<file path="src/rtl/ff_ai_pkg.sv">
// Shared types and default constants for the NPC AI controller.
// Holds the FSM state encoding (also exposed on state_dbg) and the LFSR definition.
package ff_ai_pkg;

    localparam int CNT_W = 8;
    localparam int POS_W = 10;

    typedef enum logic [2:0] {
        ST_IDLE     = 3'd0,
        ST_OBSERVE  = 3'd1,
        ST_APPROACH = 3'd2,
        ST_RETREAT  = 3'd3,
        ST_JUMP     = 3'd4,
        ST_FIRE     = 3'd5
    } npc_ai_state_t;

    localparam logic [CNT_W-1:0] DEF_DECIDE_FRAMES = 8'd8;
    localparam logic [CNT_W-1:0] DEF_MOVE_FRAMES   = 8'd16;
    localparam logic [CNT_W-1:0] DEF_JUMP_FRAMES   = 8'd2;
    localparam logic [CNT_W-1:0] DEF_FIRE_COOLDOWN = 8'd90;

    localparam logic [POS_W-1:0] DEF_NEAR_DIST = 10'd40;
    localparam logic [POS_W-1:0] DEF_FAR_DIST  = 10'd120;
    localparam logic [POS_W-1:0] DEF_X_MIN     = 10'd10;
    localparam logic [POS_W-1:0] DEF_X_MAX     = 10'd590;

    // Fibonacci taps 16,14,13,11 expressed as bit positions 15,13,12,10.
    localparam logic [15:0] LFSR_SEED = 16'hACE1;
    localparam logic [15:0] LFSR_TAPS = 16'hB400;

    function automatic logic [15:0] lfsr_next(input logic [15:0] cur);
        lfsr_next = {cur[14:0], ^(cur & LFSR_TAPS)};
    endfunction

    // Magnitude of the 11-bit signed difference a - b; always fits in POS_W bits.
    function automatic logic [POS_W-1:0] abs_dist(input logic [POS_W-1:0] a,
                                                  input logic [POS_W-1:0] b);
        logic [POS_W:0] d;
        d = {1'b0, a} - {1'b0, b};
        if (d[POS_W]) begin
            abs_dist = ~d[POS_W-1:0] + {{(POS_W-1){1'b0}}, 1'b1};
        end else begin
            abs_dist = d[POS_W-1:0];
        end
    endfunction

endpackage

</file>
<file path="src/rtl/frame_tick_sync.sv">
// Brings the asynchronous VGA vertical sync into the Clk domain and turns each
// rising edge into a single registered tick, three Clk cycles after the edge.
module frame_tick_sync (
    input  logic Clk,
    input  logic Reset,
    input  logic frame_clk,
    output logic tick
);

    logic sync1_r;
    logic sync2_r;
    logic prev_r;

    // Two-flop synchronizer, edge history and registered edge pulse.
    always_ff @(posedge Clk) begin
        if (Reset) begin
            sync1_r <= 1'b0;
            sync2_r <= 1'b0;
            prev_r  <= 1'b0;
            tick    <= 1'b0;
        end else begin
            sync1_r <= frame_clk;
            sync2_r <= sync1_r;
            prev_r  <= sync2_r;
            tick    <= sync2_r & ~prev_r;
        end
    end

endmodule

</file>
<file path="src/rtl/npc_ai_controller.sv">
// Frame-paced opponent brain: observes NPC/player spacing and drives move/jump/shoot levels.
// Define NPC_AI_RANDOM_EN to add LFSR-varied decision spacing and occasional idle jumps.
module npc_ai_controller
    import ff_ai_pkg::*;
#(
    parameter logic [CNT_W-1:0] DECIDE_FRAMES = DEF_DECIDE_FRAMES,
    parameter logic [CNT_W-1:0] MOVE_FRAMES   = DEF_MOVE_FRAMES,
    parameter logic [CNT_W-1:0] JUMP_FRAMES   = DEF_JUMP_FRAMES,
    parameter logic [CNT_W-1:0] FIRE_COOLDOWN = DEF_FIRE_COOLDOWN,
    parameter logic [POS_W-1:0] NEAR_DIST     = DEF_NEAR_DIST,
    parameter logic [POS_W-1:0] FAR_DIST      = DEF_FAR_DIST,
    parameter logic [POS_W-1:0] X_MIN         = DEF_X_MIN,
    parameter logic [POS_W-1:0] X_MAX         = DEF_X_MAX
) (
    input  logic             Clk,
    input  logic             Reset,
    input  logic             frame_clk,
    input  logic             enable,
    input  logic [POS_W-1:0] NPC_X,
    input  logic [POS_W-1:0] Player_X,
    output logic             NPC_Left,
    output logic             NPC_Right,
    output logic             NPC_Up,
    output logic             NPC_Shoot,
    output logic [2:0]       state_dbg
);

    logic             tick_s;
    logic [POS_W-1:0] dist_s;
    logic             right_of_s;
    logic             at_limit_s;
    logic [CNT_W-1:0] reload_s;
    logic             idle_jump_s;

    npc_ai_state_t    state_r;
    npc_ai_state_t    nxt_state_s;
    logic [CNT_W-1:0] decide_cnt_r;
    logic [CNT_W-1:0] nxt_decide_s;
    logic [CNT_W-1:0] move_cnt_r;
    logic [CNT_W-1:0] nxt_move_s;
    logic [CNT_W-1:0] jump_cnt_r;
    logic [CNT_W-1:0] nxt_jump_s;
    logic [CNT_W-1:0] cooldown_r;
    logic [CNT_W-1:0] nxt_cool_s;
    logic             left_s;
    logic             right_s;
    logic             up_s;
    logic             shoot_s;

    frame_tick_sync u_tick (
        .Clk       (Clk),
        .Reset     (Reset),
        .frame_clk (frame_clk),
        .tick      (tick_s)
    );

    // Positions are only acted on in tick cycles, which is the once-per-frame sample.
    assign dist_s     = abs_dist(NPC_X, Player_X);
    assign right_of_s = (NPC_X >= Player_X);
    // Wall behind the NPC when it backs away from the player.
    assign at_limit_s = right_of_s ? (NPC_X >= X_MAX) : (NPC_X <= X_MIN);

`ifdef NPC_AI_RANDOM_EN
    logic [15:0] lfsr_r;

    // Pseudo-random source, stepped once per frame regardless of FSM state.
    always_ff @(posedge Clk) begin
        if (Reset) begin
            lfsr_r <= LFSR_SEED;
        end else if (tick_s) begin
            lfsr_r <= lfsr_next(lfsr_r);
        end else begin
            lfsr_r <= lfsr_r;
        end
    end

    assign reload_s    = DECIDE_FRAMES + {{(CNT_W-3){1'b0}}, lfsr_r[2:0]};
    assign idle_jump_s = lfsr_r[3];
`else
    assign reload_s    = DECIDE_FRAMES;
    assign idle_jump_s = 1'b0;
`endif

    // Next-state and counter logic, applied by the register block only on ticks.
    always_comb begin
        nxt_state_s  = state_r;
        nxt_decide_s = decide_cnt_r;
        nxt_move_s   = move_cnt_r;
        nxt_jump_s   = jump_cnt_r;
        if ((state_r != ST_IDLE) && (cooldown_r != 8'd0)) begin
            nxt_cool_s = cooldown_r - 8'd1;
        end else begin
            nxt_cool_s = cooldown_r;
        end

        case (state_r)
            ST_IDLE: begin
                if (enable) begin
                    nxt_state_s  = ST_OBSERVE;
                    nxt_decide_s = DECIDE_FRAMES;
                end else begin
                    nxt_state_s  = ST_IDLE;
                end
            end
            ST_OBSERVE: begin
                if (decide_cnt_r <= 8'd1) begin
                    nxt_decide_s = 8'd0;
                    if (dist_s < NEAR_DIST) begin
                        if (at_limit_s) begin
                            nxt_state_s = ST_JUMP;
                            nxt_jump_s  = JUMP_FRAMES;
                        end else begin
                            nxt_state_s = ST_RETREAT;
                            nxt_move_s  = MOVE_FRAMES;
                        end
                    end else if ((cooldown_r == 8'd0) && (dist_s <= FAR_DIST)) begin
                        nxt_state_s = ST_FIRE;
                    end else if (dist_s > FAR_DIST) begin
                        nxt_state_s = ST_APPROACH;
                        nxt_move_s  = MOVE_FRAMES;
                    end else if (idle_jump_s) begin
                        nxt_state_s = ST_JUMP;
                        nxt_jump_s  = JUMP_FRAMES;
                    end else begin
                        nxt_decide_s = reload_s;
                    end
                end else begin
                    nxt_decide_s = decide_cnt_r - 8'd1;
                end
            end
            ST_APPROACH: begin
                if ((dist_s <= FAR_DIST) || (move_cnt_r <= 8'd1)) begin
                    nxt_state_s  = ST_OBSERVE;
                    nxt_decide_s = reload_s;
                    nxt_move_s   = 8'd0;
                end else begin
                    nxt_move_s   = move_cnt_r - 8'd1;
                end
            end
            ST_RETREAT: begin
                if (at_limit_s) begin
                    nxt_state_s  = ST_JUMP;
                    nxt_jump_s   = JUMP_FRAMES;
                    nxt_move_s   = 8'd0;
                end else if (move_cnt_r <= 8'd1) begin
                    nxt_state_s  = ST_OBSERVE;
                    nxt_decide_s = reload_s;
                    nxt_move_s   = 8'd0;
                end else begin
                    nxt_move_s   = move_cnt_r - 8'd1;
                end
            end
            ST_JUMP: begin
                if (jump_cnt_r <= 8'd1) begin
                    nxt_state_s  = ST_OBSERVE;
                    nxt_decide_s = reload_s;
                    nxt_jump_s   = 8'd0;
                end else begin
                    nxt_jump_s   = jump_cnt_r - 8'd1;
                end
            end
            ST_FIRE: begin
                nxt_state_s  = ST_OBSERVE;
                nxt_decide_s = reload_s;
                nxt_cool_s   = FIRE_COOLDOWN;
            end
            default: begin
                nxt_state_s  = ST_IDLE;
                nxt_decide_s = 8'd0;
                nxt_move_s   = 8'd0;
                nxt_jump_s   = 8'd0;
                nxt_cool_s   = 8'd0;
            end
        endcase
    end

    // Output decode from the state being entered; at most one level is ever set.
    always_comb begin
        left_s  = 1'b0;
        right_s = 1'b0;
        up_s    = 1'b0;
        shoot_s = 1'b0;
        case (nxt_state_s)
            ST_APPROACH: begin
                left_s  = right_of_s;
                right_s = ~right_of_s;
            end
            ST_RETREAT: begin
                left_s  = ~right_of_s;
                right_s = right_of_s;
            end
            ST_JUMP:  up_s    = 1'b1;
            ST_FIRE:  shoot_s = 1'b1;
            default:  up_s    = 1'b0;
        endcase
    end

    // FSM, counters and output registers; leaving battle forces everything idle at once.
    always_ff @(posedge Clk) begin
        if (Reset || !enable) begin
            state_r      <= ST_IDLE;
            decide_cnt_r <= 8'd0;
            move_cnt_r   <= 8'd0;
            jump_cnt_r   <= 8'd0;
            cooldown_r   <= 8'd0;
            NPC_Left     <= 1'b0;
            NPC_Right    <= 1'b0;
            NPC_Up       <= 1'b0;
            NPC_Shoot    <= 1'b0;
        end else if (tick_s) begin
            state_r      <= nxt_state_s;
            decide_cnt_r <= nxt_decide_s;
            move_cnt_r   <= nxt_move_s;
            jump_cnt_r   <= nxt_jump_s;
            cooldown_r   <= nxt_cool_s;
            NPC_Left     <= left_s;
            NPC_Right    <= right_s;
            NPC_Up       <= up_s;
            NPC_Shoot    <= shoot_s;
        end else begin
            state_r      <= state_r;
            decide_cnt_r <= decide_cnt_r;
            move_cnt_r   <= move_cnt_r;
            jump_cnt_r   <= jump_cnt_r;
            cooldown_r   <= cooldown_r;
            NPC_Left     <= NPC_Left;
            NPC_Right    <= NPC_Right;
            NPC_Up       <= NPC_Up;
            NPC_Shoot    <= NPC_Shoot;
        end
    end

    assign state_dbg = state_r;

endmodule

</file>
<file path="config.mk">
export PLATFORM = sky130hd
export DESIGN_NAME = npc_ai_controller
export DESIGN_NICKNAME = d
export VERILOG_FILES = /design/src/rtl/ff_ai_pkg.sv /design/src/rtl/frame_tick_sync.sv /design/src/rtl/npc_ai_controller.sv
export SDC_FILE = /design/constraint.sdc
export NUM_CORES = 1
export LEC_CHECK = 0
export CAP_MARGIN = 5
export CELL_PAD_IN_SITES_DETAIL_PLACEMENT = 2
export CELL_PAD_IN_SITES_GLOBAL_PLACEMENT = 2
export CORE_UTILIZATION = 34
export DETAILED_ROUTE_END_ITERATION = 12
export HOLD_SLACK_MARGIN = 0.05
export PLACE_DENSITY_LB_ADDON = 0.08
export SETUP_SLACK_MARGIN = 0.05
export SYNTH_ARGS = -nofsm -noshare
export SYNTH_HDL_FRONTEND = slang
export SYNTH_SLANG_ARGS = --single-unit
</file>
<file path="constraint.sdc">
create_clock -name Clk -period 4.7 [get_ports Clk]
set_clock_uncertainty 0.1 [all_clocks]
set_input_delay 0.705 -clock Clk [delete_from_list [all_inputs] [get_ports Clk]]
set_output_delay 0.705 -clock Clk [all_outputs]
set_load 0.02 [all_outputs]
</file>
# Word level (Yosys, flattened, before mapping)
# Cells that the tools add are included.
# word_totals
ff_bits	43
in_bits	24
output_inout_bits	7
# classes
addsub	6
magnitude_cmp	9
n_eq_ne	20
muxes	43
n_bitwise	6
reduce_logical	16
# op_table
op	count
2-to-1 mux 8 bit	19
case mux 8 bit (4 select lines)	2
case mux 8 bit (6 select lines)	1
subtractor 8 x 1 -> 8 bit, second input constant	4
2-to-1 mux 3 bit	9
<= comparator 8 x 1 -> 1 bit, second input constant	3
case mux 3 bit (6 select lines)	1
case mux 8 bit (2 select lines)	1
!= test 2 bit, second input constant	7
equality test 3 x 2 -> 1 bit, second input constant	4
equality test 3 bit, second input constant	4
2-to-1 mux 4 bit	3
AND reduction 6 bit	2
subtractor 10 x 10 -> 11 bit	1
adder 10 x 1 -> 10 bit, second input constant	1
greater-or-equal comparator 10 bit	1
greater-or-equal comparator 10 bit, second input constant	1
greater-than comparator 10 x 7 -> 1 bit, second input constant	1
<= comparator 10 x 4 -> 1 bit, second input constant	1
<= comparator 10 x 7 -> 1 bit, second input constant	1
less-than comparator 10 x 6 -> 1 bit, second input constant	1
2-to-1 mux 10 bit	1
NOT 10 bit	1
!= test 3 bit, second input constant	3
17 further kinds	27

# Longest topological paths before layout
# logic_depth
ltp_word	12
ltp_mapped	17

# By module
# A second synthesis with hierarchy kept.
# unflattened
hier_cells	430
area_unflattened_um2	3311.9
# modules_own_cells
module	instances	cells_per_inst	area_per_inst_um2	seq_area_each_um2
npc_ai_controller	1	422	3200.6	780.7
frame_tick_sync	1	8	111.4	80.1

# Least setup slack after synthesis
# No wires, ideal clock.
# synth_path
path_type	input to register
from	input NPC_X[0]
to	register decide_cnt_r[1]
setup_time_ps	70
arrival_time_ps	3700
t_required_ps	4530
setup_slack_ps	830
cell_stages	15
cell_sequence	inv_1 ha_1 inv_1 fa_1 a21o_1 a2111oi_0 o32ai_1 nor3_2 mux2i_4 a32oi_4 nor2_4 o311ai_4 buf_4 or3_1 a21oi_1
# synth_between
elab_chain_len	10
word_cells_on_any_way	19
classes_between	add/sub (2); order compare (5); eq/ne (2); mux (6); bitwise (1); reduce/logical (3)
# synth_lines
item	line	source
from (decl)	npc_ai_controller.sv:19	input logic [POS_W-1:0] NPC_X,
subtractor 10 x 10 -> 11 bit	ff_ai_pkg.sv:39	d = {1'b0, a} - {1'b0, b};
NOT 10 bit	ff_ai_pkg.sv:41	abs_dist = ~d[POS_W-1:0] + {{(POS_W-1){1'b0}}, 1'b1};
adder 10 x 1 -> 10 bit	ff_ai_pkg.sv:41	
2-to-1 mux 10 bit	ff_ai_pkg.sv:40	if (d[POS_W]) begin
<= comparator 10 x 7 -> 1 bit	npc_ai_controller.sv:116, npc_ai_controller.sv:132	
logical AND 1 bit	npc_ai_controller.sv:116	end else if ((cooldown_r == 8'd0) && (dist_s <= FAR_DIST)) begin
2-to-1 mux 4 bit	npc_ai_controller.sv:116	
2-to-1 mux 4 bit	npc_ai_controller.sv:108	if (dist_s < NEAR_DIST) begin
2-to-1 mux 8 bit	npc_ai_controller.sv:106	if (decide_cnt_r <= 8'd1) begin
case mux 8 bit (6 select lines)	npc_ai_controller.sv:96	case (state_r)
to (signal assigned)	npc_ai_controller.sv:212	decide_cnt_r <= nxt_decide_s;
to (signal assigned)	npc_ai_controller.sv:222	decide_cnt_r <= decide_cnt_r;
to (decl)	npc_ai_controller.sv:37	logic [CNT_W-1:0] decide_cnt_r;
# Several ways; a longest one is shown, not always the timed one.
# A chain may end at the register's enable or synchronous reset.

# Worst setup path after layout
# layout_path
from	input NPC_X[0]
to	register move_cnt_r[2]
# layout_between
elab_chain_len	8
word_cells_on_any_way	22
classes_between	add/sub (2); order compare (6); eq/ne (3); mux (7); bitwise (1); reduce/logical (3)
# layout_lines
item	line	source
subtractor 10 x 10 -> 11 bit	ff_ai_pkg.sv:39	
NOT 10 bit	ff_ai_pkg.sv:41	
adder 10 x 1 -> 10 bit	ff_ai_pkg.sv:41	
2-to-1 mux 10 bit	ff_ai_pkg.sv:40	
less-than comparator 10 x 6 -> 1 bit or <= comparator 10 x 7 -> 1 bit (tied branches)	npc_ai_controller.sv:108, npc_ai_controller.sv:116, npc_ai_controller.sv:132	
2-to-1 mux 8 bit (tied with other cells)	npc_ai_controller.sv:108	
2-to-1 mux 8 bit (tied with other cells)	npc_ai_controller.sv:106	
case mux 8 bit (4 select lines) or AND reduction 6 bit (tied branches)	--	
to (signal assigned)	npc_ai_controller.sv:213	move_cnt_r <= nxt_move_s;
to (signal assigned)	npc_ai_controller.sv:223	move_cnt_r <= move_cnt_r;
to (decl)	npc_ai_controller.sv:39	logic [CNT_W-1:0] move_cnt_r;
# Several ways; a longest one is shown, not always the timed one. The select of a mux whose other input is x is not followed.

==> results.cfg <==
[floorplan]
ios = 31
dieArea_sq_mm = 0.01074
core_area_sq_mm = 0.009910
initial_core_util_pct = 35.44
fp.dieH_microns = 103.6
rows = 36
die_w_microns = 103.6

[global_route]
overflow = 0
met1_usage_pct = 28.70
busiest_layer = met2
antenna_found_initial = 0
grt_usage_pct = 22.00
use_met3_pct = 2.391
grt_pass1_wl_microns = 19310
grt_use_met2_pct = 39.02
grt_pass1_vias = 3866
grt_max_degree = 25

[routing]
first_pass_iters = 4
drt-initial-drc-count = 139
via_count = 3690
final_antenna_net_count = 0
drt_wl_total_microns = 11830
drc_errors = 0
detail_route.wl_per_cell_microns = 19.00
routed_via_density = 5.923

[worst_setup_path]
reg2reg_depth = 8
cp.arrival_ps = 4480
cp_data_required_time_ps = 4800
crit_path_max_fanout = 10
path_class = in -> reg
rrSetupSlack_ps = 1470
endpoint_kind = flop
cp-start-kind = input port

[pwr]
combPwrFrac_pct = 30.5
netSwitchingFraction_pct = 33.68
seq_power_share_pct = 41.3
irDropWorstVdd_mv = 0.1094
totalPowerFinal_mw = 0.8900
p_int_mw = 0.5903
switchingPower_mw = 0.2997
power_density_mw_per_mm2 = 217.9
power.share.clock_pct = 28.2
cellLeakagePower_nw = 1.496

[logic_synthesis]
synthFlopType = dfxtp_1
syn_area_sq_mm = 0.003512
synth_edf_count = 0
async_flop_share_pct = 0
synth_seq_area_share_pct = 24.51
synthCells = 469
synth_cell_types = 74
syn-num-nets = 512
synth-seq-cells = 43
yosysWarnings = 0
syn_area_per_cell_sq_um = 7.489

[placed_design]
placedCellCount = 615
port_buffers = 30
dp.final_hpwl_microns = 9020
gp_congestion = 0.7954

[clock_tree]
cts_tree = done
cts-root-buf = clkbuf_8
clk_latency_ps = 300
cts_sinks = 43
cts-buffers-inserted = 5
clock_path_buffers = 2
cts_setup_buffers = 0
ctsHtreeMaxLevel = 2
clkTransAtPathRegs_ps = 90

[cells_and_area]
mostFrequentLayoutCell = nor2_1
utilization_pct = 41.22
nFillCells = 1160
final_cells = 623
layout_common_cells = 48 x nor2_1, 43 x dfxtp_1, 40 x a21oi_1, 39 x nand2_1, 30 x clkdlybuf4s50_1
drive_gt1_share_pct = 7.551
synthToLayoutAreaGrowth_pct = 16.32
antenna_cells = 0
fin_nets = 533

[sta]
period_share_pct = 93.10
finalHoldViolations = 0
fin_setup_tns_ps = 0
slew_headroom_pct = 26.13
timing.hold.ws_ps = 285.0
setup_viol = 0
post-route-min-period_ps = 4376
slew_violations = 0
rsz0062_at_grt = no
max_freq_mhz = 228.5
worstMarginPinSlew_ps = 1108

[hold_path]
hold_depth = 1
hold_class = reg -> reg

[status]
status = finished, final reports clean

[job]
max-cap-violations = 0
Yosys cell counts, types with 7 or more instances:
cell type  instances  area [sq um]
a211oi_1           7         52.55
o21ai_0           16         80.08
nor3_1            18         90.09
o211ai_1          10         75.07
nor2_1            48         180.2
or4_1              7         52.55
a21oi_1           40         200.2
nor4_1             8         50.05
or3_1             10         62.56
clkbuf_1          19         71.32
inv_1             25         93.84
nor2b_1            7         43.79
nand3_1           18         90.09
nand2_1           39         146.4
ha_1              18         225.2
dfxtp_1           43         860.8
repair_timing:
item | in CTS | in global routing
resized for setup | 0 | 6
endpoints found under the setup margin | 0 | 24
hold buffers | 0 | 0
per-stage QoR:
step           setup slack [ps]  cell area [sq um]
2_1_floorplan             830.0               3512
3_3_place_gp              112.6               3939
3_5_place_dp             -157.2               3939
4_1_cts                   158.7               4026
5_1_grt                   60.54               4085
6_report                  324.4               4085
state kept, by name, summed over array words and instances, names as in the netlist, 3 cells and up:
register	flops
move_cnt_r	8
jump_cnt_r	8
decide_cnt_r	8
cooldown_r	8
state_dbg	3
logic make-up after synthesis:
| family | synth area share, % |
|---|---|
| flip-flops | 24.51 |
| buffers and inverters | 6.163 |
| multiplexers | 2.066 |
| adder cells (fa/ha/maj) | 7.268 |
| AND/OR/NAND/NOR | 27.61 |
| AO/OA/AOI/OAI | 29.39 |
| XOR/XNOR | 2.992 |
per-layer routing:
layer	vias to the layer above	part of all wire, %
li1	1780	-
met1	1867	49
met2	35	49
met3	8	1.9
met4	0	0.86
met5	-	0
final cells by class:
| type | count | area (sq um) | share of cell area, % |
|---|---|---|---|
| multi-input combinational | 374 | 2494 | 61.04 |
| clock buffer | 6 | 82.58 | 2.021 |
| timing repair buffer | 41 | 382.9 | 9.372 |
| sequential | 43 | 860.8 | 21.07 |
| tap | 133 | 166.4 | 4.074 |
| clock inverter | 1 | 5.005 | 0.1225 |
| inverter | 25 | 93.84 | 2.297 |
power by group through the flow:
stage | sequential (mW) | clock (mW) | combinational [mW]
after floorplan | 0.375 | 0 | 0.183
after global placement | 0.376 | 0 | 0.252
after detailed placement | 0.376 | 0 | 0.262
after CTS | 0.368 | 0.259 | 0.264
after global routing | 0.368 | 0.269 | 0.299
final | 0.368 | 0.251 | 0.272
final timing paths:
check,start,end
worst max-delay path,NPC_X[0],move_cnt_r[2]
worst min register to register,u_tick.prev_r,u_tick.tick
worst max register to register,move_cnt_r[2],decide_cnt_r[7]
worst min-delay path,u_tick.prev_r,u_tick.tick
critical path: stages:
cell and delay, ps:
clkdlybuf4s50_1 420, inv_1 70, ha_1 170, inv_1 60, fa_1 390, buf_4 170
a21oi_1 150, o211a_1 240, o211ai_2 230, o21bai_1 250, xnor2_1 270, and4_1 420
o31ai_1 170, a21oi_2 420, o22ai_1 140, a21o_1 210
Note: power is estimated with default switching activity, not from simulation.
